$ cat src/rtl/price_feed_arbiter.sv
// price_feed_arbiter: round-robin sequencer that shares one stock-price engine among NUM_REQ
// feeds. It issues one sample at a time and returns the engine result tagged with the feed ID.
// A wait-cycle watchdog aborts a request whose engine never completes.
module price_feed_arbiter #(
    parameter int unsigned NUM_REQ = 4,
    parameter int unsigned DATA_W  = 32,
    parameter int unsigned TIMEOUT = 255
) (
    input  logic                       clk,
    input  logic                       n_rst,
    input  logic [NUM_REQ-1:0]         req_valid,
    input  logic [NUM_REQ*DATA_W-1:0]  req_price,
    output logic [NUM_REQ-1:0]         req_ready,
    output logic [DATA_W-1:0]          stock_price,
    output logic                       data_ready,
    input  logic                       eng_done,
    input  logic [DATA_W-1:0]          eng_result,
    output logic                       rsp_valid,
    output logic [$clog2(NUM_REQ)-1:0] rsp_id,
    output logic [DATA_W-1:0]          rsp_result,
    output logic                       timeout_err,
    output logic                       busy
);

    localparam int unsigned IdW  = $clog2(NUM_REQ);
    localparam int unsigned CntW = $clog2(TIMEOUT + 1);

    localparam logic [CntW-1:0] CntLast = CntW'(TIMEOUT - 1);
    localparam logic [IdW-1:0]  IdLast  = IdW'(NUM_REQ - 1);
    localparam logic [IdW:0]    SumWrap = (IdW + 1)'(NUM_REQ);

    typedef enum logic [2:0] {
        StIdle,
        StIssue,
        StWait,
        StResp,
        StErr
    } state_e;

    state_e          state_q;
    logic [IdW-1:0]  rr_ptr_q;
    logic [IdW-1:0]  gnt_id_q;
    logic [CntW-1:0] wait_cnt_q;

    logic [NUM_REQ-1:0] rot_valid;
    logic               pick_found;
    logic [IdW-1:0]     pick_off;
    logic [IdW:0]       pick_sum;
    logic [IdW-1:0]     pick_id;
    logic [DATA_W-1:0]  pick_price;
    logic [IdW-1:0]     rr_ptr_next;

    // Round-robin pick: rotate requests so rr_ptr sits at bit 0, take the lowest set bit,
    // then map the offset back to an absolute feed ID and select that feed's price.
    always_comb begin
        rot_valid  = NUM_REQ'({req_valid, req_valid} >> rr_ptr_q);
        pick_found = |req_valid;
        pick_off   = '0;
        // Descending scan so the smallest offset is the one left standing.
        for (int k = NUM_REQ - 1; k >= 0; k--) begin
            if (rot_valid[k]) begin
                pick_off = IdW'(k);
            end
        end
        pick_sum = {1'b0, rr_ptr_q} + {1'b0, pick_off};
        if (pick_sum >= SumWrap) begin
            pick_sum = pick_sum - SumWrap;
        end
        pick_id    = pick_sum[IdW-1:0];
        pick_price = '0;
        for (int i = 0; i < NUM_REQ; i++) begin
            if (pick_id == IdW'(i)) begin
                pick_price = req_price[i*DATA_W +: DATA_W];
            end
        end
    end

    // Pointer moves just past the feed that was served (or dropped) so it cannot starve others.
    always_comb begin
        rr_ptr_next = (gnt_id_q == IdLast) ? '0 : gnt_id_q + IdW'(1);
    end

    // Sequencer FSM with all outputs registered; strobes default low every cycle.
    always_ff @(posedge clk) begin
        if (!n_rst) begin
            state_q     <= StIdle;
            rr_ptr_q    <= '0;
            gnt_id_q    <= '0;
            wait_cnt_q  <= '0;
            req_ready   <= '0;
            stock_price <= '0;
            data_ready  <= 1'b0;
            rsp_valid   <= 1'b0;
            rsp_id      <= '0;
            rsp_result  <= '0;
            timeout_err <= 1'b0;
            busy        <= 1'b0;
        end else begin
            req_ready   <= '0;
            data_ready  <= 1'b0;
            rsp_valid   <= 1'b0;
            timeout_err <= 1'b0;
            unique case (state_q)
                StIdle: begin
                    if (pick_found) begin
                        gnt_id_q    <= pick_id;
                        stock_price <= pick_price;
                        req_ready   <= NUM_REQ'(1) << pick_id;
                        data_ready  <= 1'b1;
                        busy        <= 1'b1;
                        state_q     <= StIssue;
                    end
                end
                StIssue: begin
                    wait_cnt_q <= '0;
                    state_q    <= StWait;
                end
                StWait: begin
                    wait_cnt_q <= wait_cnt_q + CntW'(1);
                    // Completion on the last allowed cycle still beats the watchdog.
                    if (eng_done) begin
                        rsp_valid  <= 1'b1;
                        rsp_id     <= gnt_id_q;
                        rsp_result <= eng_result;
                        state_q    <= StResp;
                    end else if (wait_cnt_q == CntLast) begin
                        timeout_err <= 1'b1;
                        rsp_id      <= gnt_id_q;
                        state_q     <= StErr;
                    end
                end
                StResp, StErr: begin
                    rr_ptr_q <= rr_ptr_next;
                    busy     <= 1'b0;
                    state_q  <= StIdle;
                end
                default: begin
                    state_q <= StIdle;
                end
            endcase
        end
    end

endmodule

$ cat config.mk
export PLATFORM = sky130hd
export DESIGN_NAME = price_feed_arbiter
export DESIGN_NICKNAME = d
export VERILOG_FILES = /design/src/rtl/price_feed_arbiter.sv
export SDC_FILE = /design/constraint.sdc
export NUM_CORES = 1
export LEC_CHECK = 0
export ABC_CLOCK_PERIOD_IN_PS = 2800
export CORE_ASPECT_RATIO = 2
export CORE_MARGIN = 5
export CORE_UTILIZATION = 39
export CTS_CLUSTER_SIZE = 40
export DETAILED_ROUTE_END_ITERATION = 8
export MAX_ROUTING_LAYER = met4
export PLACE_DENSITY = 0.77
export SLEW_MARGIN = 0
export SYNTH_ARGS = -nofsm -noshare
export SYNTH_HDL_FRONTEND = slang
export SYNTH_SLANG_ARGS = --single-unit
$ cat constraint.sdc
create_clock -name clk -period 2.8 [get_ports clk]
set_input_delay 0.28 -clock clk [delete_from_list [all_inputs] [get_ports clk]]
set_output_delay 0.28 -clock clk [all_outputs]
set_load 0.02 [all_outputs]
==> results.py <==
metrics = {
    "route": {
        "wire_per_inst_um": 16.2,
        "drt_iter0_markers": 158,
        "drc_errors": 0,
        "vias": 6040,
        "firstDrtPassIters": 4,
        "drt-total-wl_mm": 18.3,
        "via_per_inst": 5.34,
        "drtAntennaViolNets": 0,
    },
    "global_route": {
        "globalRouteOverflowTotal": 0,
        "grt_pass1_vias": 6033,
        "grt_usage": 0.209,
        "grt_max_degree": 41,
        "grt_pass1_wl_mm": 28.1,
        "antenna_found_initial": 0,
    },
    "timing": {
        "finalCritPeriodShare": 0.931,
        "fmax_mhz": 384,
        "fin_worst_skew_ns": 0.0127,
        "setup_ws_ns": 0.194,
        "max_slew_margin": 0.212,
        "slew_violations": 0,
        "period_needed_ns": 2.61,
        "setup_viol_count_final": 0,
        "rsz0062_at_grt": "false",
        "worstMarginPinSlew_ns": 1.17,
        "hold_violations": 0,
    },
    "power": {
        "vdd_ir_drop_max_v": 0.000272,
        "power_density_nw_per_um2": 491,
        "p_sw_frac": 0.311,
        "pwr-share-comb": 0.359,
        "pwr-share-seq": 0.336,
        "clockPowerShare": 0.305,
        "p_sw_uw": 1350,
        "power.leakage_uw": 0.00359,
        "p_int_uw": 3010,
    },
    "final_layout": {
        "antennaDiodeCount": 0,
        "register_area_um2": 1780,
        "final_common_cell": "clkdlybuf4s50_1",
        "nFillCells": 1331,
        "multi_input_area_um2": 3660,
        "layout-drive-gt1-share": 0.134,
        "final_cell_mix": "clkdlybuf4s50_1 (240), nand2_1 (190), dfxtp_1 (88), mux2i_1 (62), a21oi_1 (38)",
        "fin_util": 0.616,
        "fin_nets": 1106,
        "synthToLayoutAreaGrowth_pct": 54.8,
    },
    "synthesis": {
        "ys_warn_count": 0,
        "ys.flop_type": "dfxtp_1",
        "synthCells": 701,
        "ys_seq_area_frac": 0.310,
        "async_flop_share": 0,
        "yosysUniqueCellTypes": 47,
        "synth_nets": 872,
        "synth_edf_count": 0,
        "synth_seq_cells": 89,
        "syn_area_um2": 5740,
        "avgSynthCellArea_um2": 8.19,
    },
    "clocking": {
        "clk_pin_slew_ns": 0.07,
        "clock-sinks": 89,
        "clk_latency_ns": 0.34,
        "cts_root_buf": "clkbuf_16",
        "cts_tree": "done",
        "htree_num_levels": 3,
        "cts_buffer_depth": 2,
        "cts_hold_buffers": 0,
        "numCtsBuffers": 9,
    },
    "placement": {
        "gp_congestion": 0.834,
        "io_buffers": 240,
        "dp_slack_ns": -0.357,
        "hpwl_mm": 14.1,
    },
    "floorplan": {
        "die_w_um": 95.8,
        "core_um2": 14400,
        "die_h_um": 182,
        "io-pin-count": 241,
        "fp-row-count": 62,
        "start_util": 0.398,
        "die_area_um2": 17400,
    },
    "critical_path": {
        "worst_setup_path_end_kind": "flip-flop",
        "cp_slowest_cell": "clkdlybuf4s50_1",
        "startpoint_type": "input pin",
        "path_cells": "clkdlybuf4s50_1, nor2_1, or4_1, o2111ai_1, ha_1, xnor2_2, buf_6, buf_6, nand2_1, mux2_2, o2111a_1, o41ai_2",
        "critical_path_peak_fanout": 13,
        "arrival_ns": 2.85,
        "crit_type": "input pin to flip-flop",
        "slowest_delay_ns": 0.49,
        "cpMostUsedCell": "buf_6",
        "r2r_setup_slack_ns": 0.22,
        "crit_family": "buffers and inverters",
        "crit_buf_inv": 3,
        "crit_required_ns": 3.04,
    },
    "run": {
        "cap_viol_max_count": 0,
    },
    "worst_hold_path": {
        "hp-class": "flip-flop to flip-flop",
    },
    "run_status": {
        "outcome": "finished, final reports clean",
    },
}
cells by family (layout without fill, tap and decap cells):
family	count (synthesis)	in the layout	share of synthesized area
XOR/XNOR	4	4	0.0107
adder cells (fa/ha/maj)	4	4	0.00871
AND/OR/NAND/NOR	285	285	0.206
AO/OA/AOI/OAI	156	156	0.234
buffers and inverters	68	307	0.0582
multiplexers	95	95	0.173
flip-flops	89	89	0.310
through the flow:
step	hold WS, ns	instance area [um2]	total power, uW	instances	TNS (ns)
5_1_grt	0.474	8890	4590	1132	0
2_1_floorplan	0.359	5740	2330	701	0
6_report	0.453	8890	4360	1132	0
4_1_cts	0.455	8870	4410	1131	0
3_5_place_dp	0.440	8540	3060	1115	-9.98
3_3_place_gp	0.434	8540	3040	1115	-10.71
power by group through the flow:
stage	Combinational (uW)	Sequential, uW	Clock, uW
finish	1570	1460	1330
global route	1690	1480	1420
CTS	1580	1460	1370
detailed placement	1570	1490	0
global placement	1550	1490	0
floorplan	712	1620	0
path summary, 6_finish.rpt:
| kind | startpoint | to | depth (start not counted) |
|---|---|---|---|
| max reg2reg | rr_ptr_q[0] | stock_price[24] | 10 |
| min reg2reg | stock_price[2] | stock_price[2] | 2 |
| min | stock_price[2] | stock_price[2] | 2 |
| max | req_valid[3] | stock_price[24] | 12 |
registers in the layout (all words and copies together), names as in the netlist:
| register | flops |
|---|---|
| busy | 1 |
| data_ready | 1 |
| gnt_id_q | 2 |
| req_ready | 4 |
| rr_ptr_q | 2 |
| rsp_id | 2 |
| rsp_result | 32 |
| rsp_valid | 1 |
| state_q | 3 |
| stock_price | 32 |
| timeout_err | 1 |
| wait_cnt_q | 8 |
worst min-delay path, delay by kind of cell (launching register included):
family / cells / cell delay [ns]
AO/OA/AOI/OAI: 1 / 0.05
flip-flops: 1 / 0.31
AND/OR/NAND/NOR: 1 / 0.05
synthesized netlist by cell type (2+ instances only):
master | n | area share
inv_1 | 8 | 0.0052
nor2_1 | 31 | 0.020
a22o_1 | 27 | 0.041
nand4_1 | 2 | 0.0022
xnor2_1 | 2 | 0.0031
ha_1 | 4 | 0.0087
o31ai_1 | 5 | 0.0065
nand3_1 | 32 | 0.028
buf_8 | 2 | 0.0052
a21oi_1 | 38 | 0.033
nor3_1 | 11 | 0.0096
a311oi_1 | 2 | 0.0031
nand2_1 | 191 | 0.12
and3_1 | 3 | 0.0033
a21boi_0 | 6 | 0.0078
mux2i_1 | 62 | 0.11
nand2b_1 | 4 | 0.0044
buf_6 | 4 | 0.0078
o21ai_0 | 12 | 0.010
nor4_1 | 3 | 0.0033
dfxtp_1 | 89 | 0.31
o2111a_1 | 29 | 0.057
mux2_1 | 5 | 0.0098
mux2_2 | 28 | 0.055
buf_4 | 4 | 0.0052
or2_2 | 3 | 0.0033
o31ai_2 | 22 | 0.048
clkbuf_1 | 39 | 0.025
a31oi_1 | 2 | 0.0022
o41ai_2 | 2 | 0.0057
o22ai_1 | 4 | 0.0044
buf_2 | 9 | 0.0078
buf_1 | 2 | 0.0013
final cells by class:
cell class                      instances  area share
Sequential cell                        89       0.201
Inverter                                8     0.00338
Timing Repair Buffer                  283       0.320
Multi-Input combinational cell        544       0.412
Clock buffer                            9      0.0253
Clock inverter                          7      0.0113
Tap cell                              192      0.0270
layer usage:
layer | wire length [um] | track usage | up-vias
li1 | - | - | 2980
met1 | 6410 | 0.194 | 2798
met2 | 9870 | 0.389 | 212
met3 | 1230 | 0.0468 | 50
met4 | 816 | 0.0964 | 0
met5 | 0 | - | -
what timing repair did:
action,4_1_cts,5_1_grt
buffers inserted,0,1
setup endpoints to repair,6,29
pin swaps,0,1
gates resized for setup,1,5
Note: power is estimated with default switching activity, not from simulation.
